<file path="src/rtl/rgb_mixer_pkg.sv">
// Shared definitions for the quadrature encoder: transition encodings, default
// parameter constants and the Gray-code transition classifier.
package rgb_mixer_pkg;

  localparam int DEF_WIDTH           = 8;
  localparam int DEF_DEBOUNCE_CYCLES = 4;
  localparam int DEF_RESET_VALUE     = 0;

  typedef enum logic [1:0] {
    TR_NONE    = 2'd0,
    TR_UP      = 2'd1,
    TR_DOWN    = 2'd2,
    TR_ILLEGAL = 2'd3
  } trans_t;

  // Up follows 00->01->11->10->00. Every other single-bit change is the reverse walk.
  function automatic trans_t classify(input logic [1:0] prev, input logic [1:0] cur);
    trans_t t;
    t = TR_NONE;
    if ((prev ^ cur) == 2'b11) begin
      t = TR_ILLEGAL;
    end else if (prev != cur) begin
      case ({prev, cur})
        4'b0001, 4'b0111, 4'b1110, 4'b1000: t = TR_UP;
        default:                            t = TR_DOWN;
      endcase
    end
    return t;
  endfunction

endpackage

</file>
<file path="src/rtl/quad_encoder_if.sv">
// Encoder-side signal bundle: raw phases and clear in, position and event flags out.
interface quad_encoder_if
  import rgb_mixer_pkg::*;
#(
  parameter int WIDTH = DEF_WIDTH
);
  logic             enc_a;
  logic             enc_b;
  logic             clear;
  logic [WIDTH-1:0] value;
  logic             step;
  logic             dir;
  logic             err;

  modport master (
    output enc_a, enc_b, clear,
    input  value, step, dir, err
  );

  modport slave (
    input  enc_a, enc_b, clear,
    output value, step, dir, err
  );
endinterface

</file>
<file path="src/rtl/debounce.sv">
// Two-flop synchronizer followed by a stability counter; the filtered output only
// follows the synchronized input after DEBOUNCE_CYCLES consecutive differing cycles.
module debounce
  import rgb_mixer_pkg::*;
#(
  parameter int DEBOUNCE_CYCLES = DEF_DEBOUNCE_CYCLES
) (
  input  logic clk,
  input  logic reset,
  input  logic raw,
  output logic filt
);

  localparam int CNT_W = (DEBOUNCE_CYCLES > 1) ? $clog2(DEBOUNCE_CYCLES) : 1;
  localparam logic [CNT_W-1:0] CNT_LAST = CNT_W'(DEBOUNCE_CYCLES - 1);

  logic             sync_p0;
  logic             sync_p1;
  logic             filt_p2;
  logic [CNT_W-1:0] cnt;

  // Synchronizer stages
  always_ff @(posedge clk or posedge reset) begin
    if (reset) begin
      sync_p0 <= 1'b0;
      sync_p1 <= 1'b0;
    end else begin
      sync_p0 <= raw;
      sync_p1 <= sync_p0;
    end
  end

  // Debounce stage: any agreement with the filtered level restarts the count
  always_ff @(posedge clk or posedge reset) begin
    if (reset) begin
      filt_p2 <= 1'b0;
      cnt     <= '0;
    end else if (sync_p1 == filt_p2) begin
      cnt <= '0;
    end else if (cnt == CNT_LAST) begin
      filt_p2 <= sync_p1;
      cnt     <= '0;
    end else begin
      cnt <= cnt + 1'b1;
    end
  end

  assign filt = filt_p2;

endmodule

</file>
<file path="src/rtl/quad_encoder.sv">
// Quadrature encoder front end: debounced A/B phases decoded into a saturating
// position counter with step, direction and illegal-transition flags.
module quad_encoder
  import rgb_mixer_pkg::*;
#(
  parameter int WIDTH           = DEF_WIDTH,
  parameter int DEBOUNCE_CYCLES = DEF_DEBOUNCE_CYCLES,
  parameter int RESET_VALUE     = DEF_RESET_VALUE
) (
  input logic           clk,
  input logic           reset,
  quad_encoder_if.slave bus
);

  localparam logic [WIDTH-1:0] VAL_INIT = WIDTH'(RESET_VALUE);
  localparam logic [WIDTH-1:0] VAL_MAX  = '1;
  localparam logic [WIDTH-1:0] VAL_MIN  = '0;

  logic             filt_a;
  logic             filt_b;
  logic [1:0]       ab_p0;
  logic [1:0]       ab_p1;
  trans_t           trans;
  logic [WIDTH-1:0] value_q;
  logic             step_q;
  logic             dir_q;
  logic             err_q;

  function automatic logic [WIDTH-1:0] sat_inc(input logic [WIDTH-1:0] v);
    return (v == VAL_MAX) ? v : v + 1'b1;
  endfunction

  function automatic logic [WIDTH-1:0] sat_dec(input logic [WIDTH-1:0] v);
    return (v == VAL_MIN) ? v : v - 1'b1;
  endfunction

  debounce #(.DEBOUNCE_CYCLES(DEBOUNCE_CYCLES)) u_deb_a (
    .clk   (clk),
    .reset (reset),
    .raw   (bus.enc_a),
    .filt  (filt_a)
  );

  debounce #(.DEBOUNCE_CYCLES(DEBOUNCE_CYCLES)) u_deb_b (
    .clk   (clk),
    .reset (reset),
    .raw   (bus.enc_b),
    .filt  (filt_b)
  );

  assign ab_p0 = {filt_a, filt_b};
  assign trans = classify(ab_p1, ab_p0);

  // Decode / accumulate stage: history always advances, even on illegal or cleared steps
  always_ff @(posedge clk or posedge reset) begin
    if (reset) begin
      ab_p1   <= 2'b00;
      value_q <= VAL_INIT;
      step_q  <= 1'b0;
      dir_q   <= 1'b1;
      err_q   <= 1'b0;
    end else begin
      ab_p1  <= ab_p0;
      step_q <= 1'b0;
      err_q  <= 1'b0;
      case (trans)
        TR_ILLEGAL: err_q <= 1'b1;
        TR_UP: begin
          if (!bus.clear) begin
            dir_q <= 1'b1;
            if (value_q != VAL_MAX) begin
              value_q <= sat_inc(value_q);
              step_q  <= 1'b1;
            end
          end
        end
        TR_DOWN: begin
          if (!bus.clear) begin
            dir_q <= 1'b0;
            if (value_q != VAL_MIN) begin
              value_q <= sat_dec(value_q);
              step_q  <= 1'b1;
            end
          end
        end
        default: ;
      endcase
      if (bus.clear) value_q <= VAL_INIT;
    end
  end

  assign bus.value = value_q;
  assign bus.step  = step_q;
  assign bus.dir   = dir_q;
  assign bus.err   = err_q;

endmodule

</file>
<file path="src/flat_wrapper.sv">
// flat-port wrapper written by rule: the top's interface ports become plain ports
module quad_encoder_flat import rgb_mixer_pkg::*;
#(
  parameter int WIDTH           = DEF_WIDTH,
  parameter int DEBOUNCE_CYCLES = DEF_DEBOUNCE_CYCLES,
  parameter int RESET_VALUE     = DEF_RESET_VALUE
)
  (clk, reset, bus_enc_a, bus_enc_b, bus_clear, bus_value, bus_step, bus_dir, bus_err);
  quad_encoder_if #(.WIDTH(WIDTH)) bus_i ();
  input logic clk;
  input logic reset;
  input wire logic [$bits(bus_i.enc_a)-1:0] bus_enc_a;
  input wire logic [$bits(bus_i.enc_b)-1:0] bus_enc_b;
  input wire logic [$bits(bus_i.clear)-1:0] bus_clear;
  output wire logic [$bits(bus_i.value)-1:0] bus_value;
  output wire logic [$bits(bus_i.step)-1:0] bus_step;
  output wire logic [$bits(bus_i.dir)-1:0] bus_dir;
  output wire logic [$bits(bus_i.err)-1:0] bus_err;
  assign bus_i.enc_a = bus_enc_a;
  assign bus_i.enc_b = bus_enc_b;
  assign bus_i.clear = bus_clear;
  assign bus_value = bus_i.value;
  assign bus_step = bus_i.step;
  assign bus_dir = bus_i.dir;
  assign bus_err = bus_i.err;
  quad_encoder #(.WIDTH(WIDTH), .DEBOUNCE_CYCLES(DEBOUNCE_CYCLES), .RESET_VALUE(RESET_VALUE)) u_core (.clk(clk), .reset(reset), .bus(bus_i));
endmodule
</file>
<file path="config.mk">
export PLATFORM = sky130hd
export DESIGN_NAME = quad_encoder_flat
export DESIGN_NICKNAME = d
export VERILOG_FILES = /design/src/rtl/rgb_mixer_pkg.sv /design/src/rtl/quad_encoder_if.sv /design/src/rtl/debounce.sv /design/src/rtl/quad_encoder.sv /design/src/flat_wrapper.sv
export SDC_FILE = /design/constraint.sdc
export NUM_CORES = 1
export LEC_CHECK = 0
export BUFFER_PORTS_ARGS = -buffer_cell sky130_fd_sc_hd__buf_2
export CAP_MARGIN = 30
export CORE_MARGIN = 4
export CORE_UTILIZATION = 50
export CTS_CLUSTER_DIAMETER = 80
export DETAILED_ROUTE_END_ITERATION = 10
export GPL_ROUTABILITY_DRIVEN = 0
export PLACE_DENSITY = 0.75
export SYNTH_ARGS = -nofsm -noshare
export SYNTH_HDL_FRONTEND = slang
export SYNTH_SLANG_ARGS = --single-unit
</file>
<file path="constraint.sdc">
create_clock -name clk -period 6.44 [get_ports clk]
set_clock_uncertainty 0.1 [all_clocks]
set_input_delay 1.288 -clock clk [delete_from_list [all_inputs] [get_ports clk]]
set_output_delay 1.288 -clock clk [all_outputs]
set_load 0.02 [all_outputs]
</file>
==> summary.md <==
| Metric | Value |
|---|---|
| Post-DP HPWL | 1750 um |
| Period utilisation layout | 48.6% |
| Die span in y | 58.5 um |
| Clk network pwr share | 8.7% |
| Max Cap Violations | 0 |
| Ys async rst share | 100% |
| IO Count | 16 |
| Reg2Reg Launch Point | u_core.u_deb_b.filt$_DFFE_PP0P_ |
| Overflow after GRT | 0 |
| CP Max Fanout | 14 |
| Adder-Cell Fraction of Synth Area | 11.4% |
| Mux cell area share after synthesis | 3.43% |
| Post-route DRC violation count | 0 |
| Top cells by count, synth | dfrtp_1, nand2_1, ha_1 |
| R2R depth | 11 |
| Number of enable flip-flop cells after synthesis | 0 |
| Clk buf depth | 2 |
| Worst-Margin Slew | 0.824 ns |
| Switch Pwr | 364 uW |
| Vias in the first global route | 920 |
| First-pass GRT wire length | 3920 um |
| Clk slew on worst S/H paths | 0.13 ns |
| Setup_tns | 0 ns |
| Setup bufs post-CTS | 0 |
| Leak pwr | 0.664 nW |
| Post-synthesis cell count | 119 |
| Worst hold path startpoint | u_core.u_deb_b.sync_p0$_DFF_PP0_ |
| Cell Pwr Density | 567 nW/um^2 |
| Synth top area share | 43.2% |
| Switching Share | 45.9% |
| N_diodes | 0 |
| Via/cell ratio | 5.73 |
| CP endpoint kind | flop |
| Fin. Hold Viols | 0 |
| Slew Limit Fails | 0 |
| Final setup violation count | 0 |
| Hold buffers post-CTS | 0 |
| Syn nets | 135 |
| Root buffer cell | clkbuf_4 |
| Clock Latency Late Sink | 0.31 ns |
| CP Class | flop to flop |
| Synth area leader | dfrtp_1 |
| Combinational share of power | 59.3% |
| Port buffer count | 15 |
| Worst Setup SP | u_core.u_deb_b.filt$_DFFE_PP0P_ |
| Wire per inst | 14.0 um |
| Placed Instances | 160 |
| Relative slew margins | 45.0% |
| Total routed wirelength | 2300 um |
| R2r endpoint | u_core.bus.value[7]$_DFFE_PP0P_ |
| Share of cells above drive strength 1 | 21.6% |
| Max H-tree Level | 1 |
| Post-synth cell types | 37 |
| HP Class | flop to flop |
| Setup WS pre-CTS | 3.32 ns |
| Main combinational cell family by area after synthesis | compound AO/OA/AOI/OAI gates |
| Primary FF master, synth | dfrtp_1 |
| CP Capture Point | u_core.bus.value[7]$_DFFE_PP0P_ |
| Via count | 940 |
| Cell Area, Synth | 1270 sq um |
| Final min period | 3.13 ns |
| Initial antenna violation count | 0 |
| Die width | 58.5 um |
| Sequential share of power | 32.0% |
| Status | finished clean |
| Sink Count | 23 |
| Internal | 429 uW |
| Area contributors post-synth | dfrtp_1, ha_1, xnor2_1 |
| CP startpoint kind | flop |
| Post-route insts no fill | 164 |
| Post-CTS Resized | 0 |
| Worst EP required | 6.60 ns |
| Row Count | 18 |
| Worst EP arrival | 3.30 ns |
| Nets | 151 |
| Num CTS Buffers | 3 |
| Largest net degree at the start of global routing | 24 |
| Simple-gate portion of the synthesized area | 14.0% |
| XOR/XNOR share of the synthesized area | 6.18% |
| Iter 0 DRT Violations | 19 |
| FF+latch count, synth | 23 |
| ANT nets after route | 0 |
| Overall routing resource usage | 15.2% |
| Die Area | 3420 sq um |
| Synth-to-Final Area Change | 9.62% |
| Post-synthesis compound-gate area fraction | 16.4% |
| Yosys warnings | 0 |
| Worst vdd ir | 0.327 mV |
| Count leader, synth | dfrtp_1 |
| Core Footprint | 2450 sq um |
| Initial core utilization | 51.9% |
| Average cell area after synthesis | 10.7 sq um |
| Final critical-path setup slack | 3.31 ns |
| Seq/Total Area, Yosys | 45.2% |
| Reg2reg setup slack | 3.31 ns |
| First-pass DRT Iterations | 4 |
| RSZ-0062 raised after global routing | no |
| Fmax | 319 MHz |
| Clock tree from TritonCTS | done |
-- cell families (layout without fill, tap and decap cells) --
group                      Yosys count  count (layout)
and+or+nand+nor                     35              35
AOI/OAI and AO/OA                   27              27
DFF                                 23              23
adders and majority gates           11              11
buffers and inverters               10              25
xor gates and xnor gates             9               9
muxes                                4               4
-- critical path, cell delays in order (launching register included) --
cell and delay, ns:
dfrtp_1 0.51, nand2_1 0.13, o21ai_0 0.08, o21ai_0 0.28
inv_1 0.09, ha_1 0.39, ha_1 0.39, a211oi_2 0.27
o311ai_2 0.17, o31a_1 0.32, a211o_1 0.30, nand3_2 0.06
-- cell type report --
class / instances / area (sq um)
tap: 30 / 37.5
timing repair buffer: 15 / 75.1
clock inverter: 1 / 7.51
clock buffer: 3 / 22.5
sequential: 23 / 577
multi-input combinational: 86 / 656
fill: 221 / 1060
inverter: 6 / 22.5
-- cells in the final DEF, fill, tap and decap left out --
master	synthesis	layout
xnor2_1	6	6
inv_1	6	6
nor2_1	6	6
nor3_1	2	2
a211oi_2	1	1
dfstp_2	1	1
xor2_1	3	3
o311ai_2	1	1
a21o_2	2	2
or3_1	1	1
a21oi_1	4	4
a22o_1	2	2
nor2b_1	4	4
nor4_1	2	2
o21ai_0	5	5
mux2i_1	1	1
nand4b_1	1	1
mux2_2	3	3
a31o_4	1	1
o211ai_1	2	2
fa_1	1	1
clkbuf_4	0	3
dfrtp_1	22	22
o31ai_1	4	4
nand3_1	1	1
nand4_1	3	3
buf_2	1	15
a211oi_1	1	1
nand2_1	11	11
a22oi_1	1	1
ha_1	10	10
o21ai_1	1	1
o31a_1	1	1
nand3_2	1	1
a211o_1	1	1
nand2b_1	3	3
clkinvlp_4	0	1
-- power groups by stage --
stage / sequential, mW / combinational [mW] / clock, mW
6_report: 0.254 / 0.470 / 0.0689
5_1_grt: 0.264 / 0.522 / 0.0782
4_1_cts: 0.255 / 0.473 / 0.0727
3_5_place_dp: 0.258 / 0.472 / 0
3_3_place_gp: 0.253 / 0.452 / 0
2_1_floorplan: 0.262 / 0.372 / 0
-- state kept, by name (all words and copies together), names as in the netlist --
register	flops
u_core.u_deb_b.sync_p0	1
u_core.u_deb_a.filt	1
u_core.ab_p1	2
u_core.u_deb_b.sync_p1	1
u_core.u_deb_b.filt	1
u_core.u_deb_a.cnt	2
u_core.bus.dir	1
u_core.u_deb_b.cnt	2
u_core.u_deb_a.sync_p0	1
u_core.bus.value	8
u_core.bus.step	1
u_core.bus.err	1
u_core.u_deb_a.sync_p1	1
-- per-stage QoR --
step	cell area (sq um)	hold WS [ns]	power, mW	utilization, %
3_3_place_gp	1370	0.234	0.705	55.7
6_report	1400	0.268	0.793	56.9
4_1_cts	1400	0.271	0.800	56.9
3_5_place_dp	1370	0.240	0.730	55.7
5_1_grt	1400	0.273	0.865	56.9
2_1_floorplan	1270	0.231	0.634	-
-- layer usage --
layer / GRT usage, % / vias to the layer above / routed length (um)
li1: - / 459 / -
met1: 17.4 / 450 / 1030
met2: 25.8 / 27 / 1100
met3: 3.95 / 4 / 130
met4: 8.28 / 0 / 27
met5: 0 / - / 0
-- worst min path at each step --
stage | slack (ns) | depth (start not counted) | to
6_report | 0.27 | 0 | u_core.u_deb_b.sync_p1$_DFF_PP0_
5_1_grt | 0.27 | 0 | u_core.u_deb_b.sync_p1$_DFF_PP0_
4_1_cts | 0.27 | 0 | u_core.u_deb_b.sync_p1$_DFF_PP0_
3_5_place_dp | 0.24 | 0 | u_core.u_deb_b.sync_p1$_DFF_PP0_
3_3_place_gp | 0.23 | 0 | u_core.u_deb_a.sync_p1$_DFF_PP0_
2_1_floorplan | 0.23 | 0 | u_core.u_deb_a.sync_p1$_DFF_PP0_
Power figures use the tool's default switching activity.
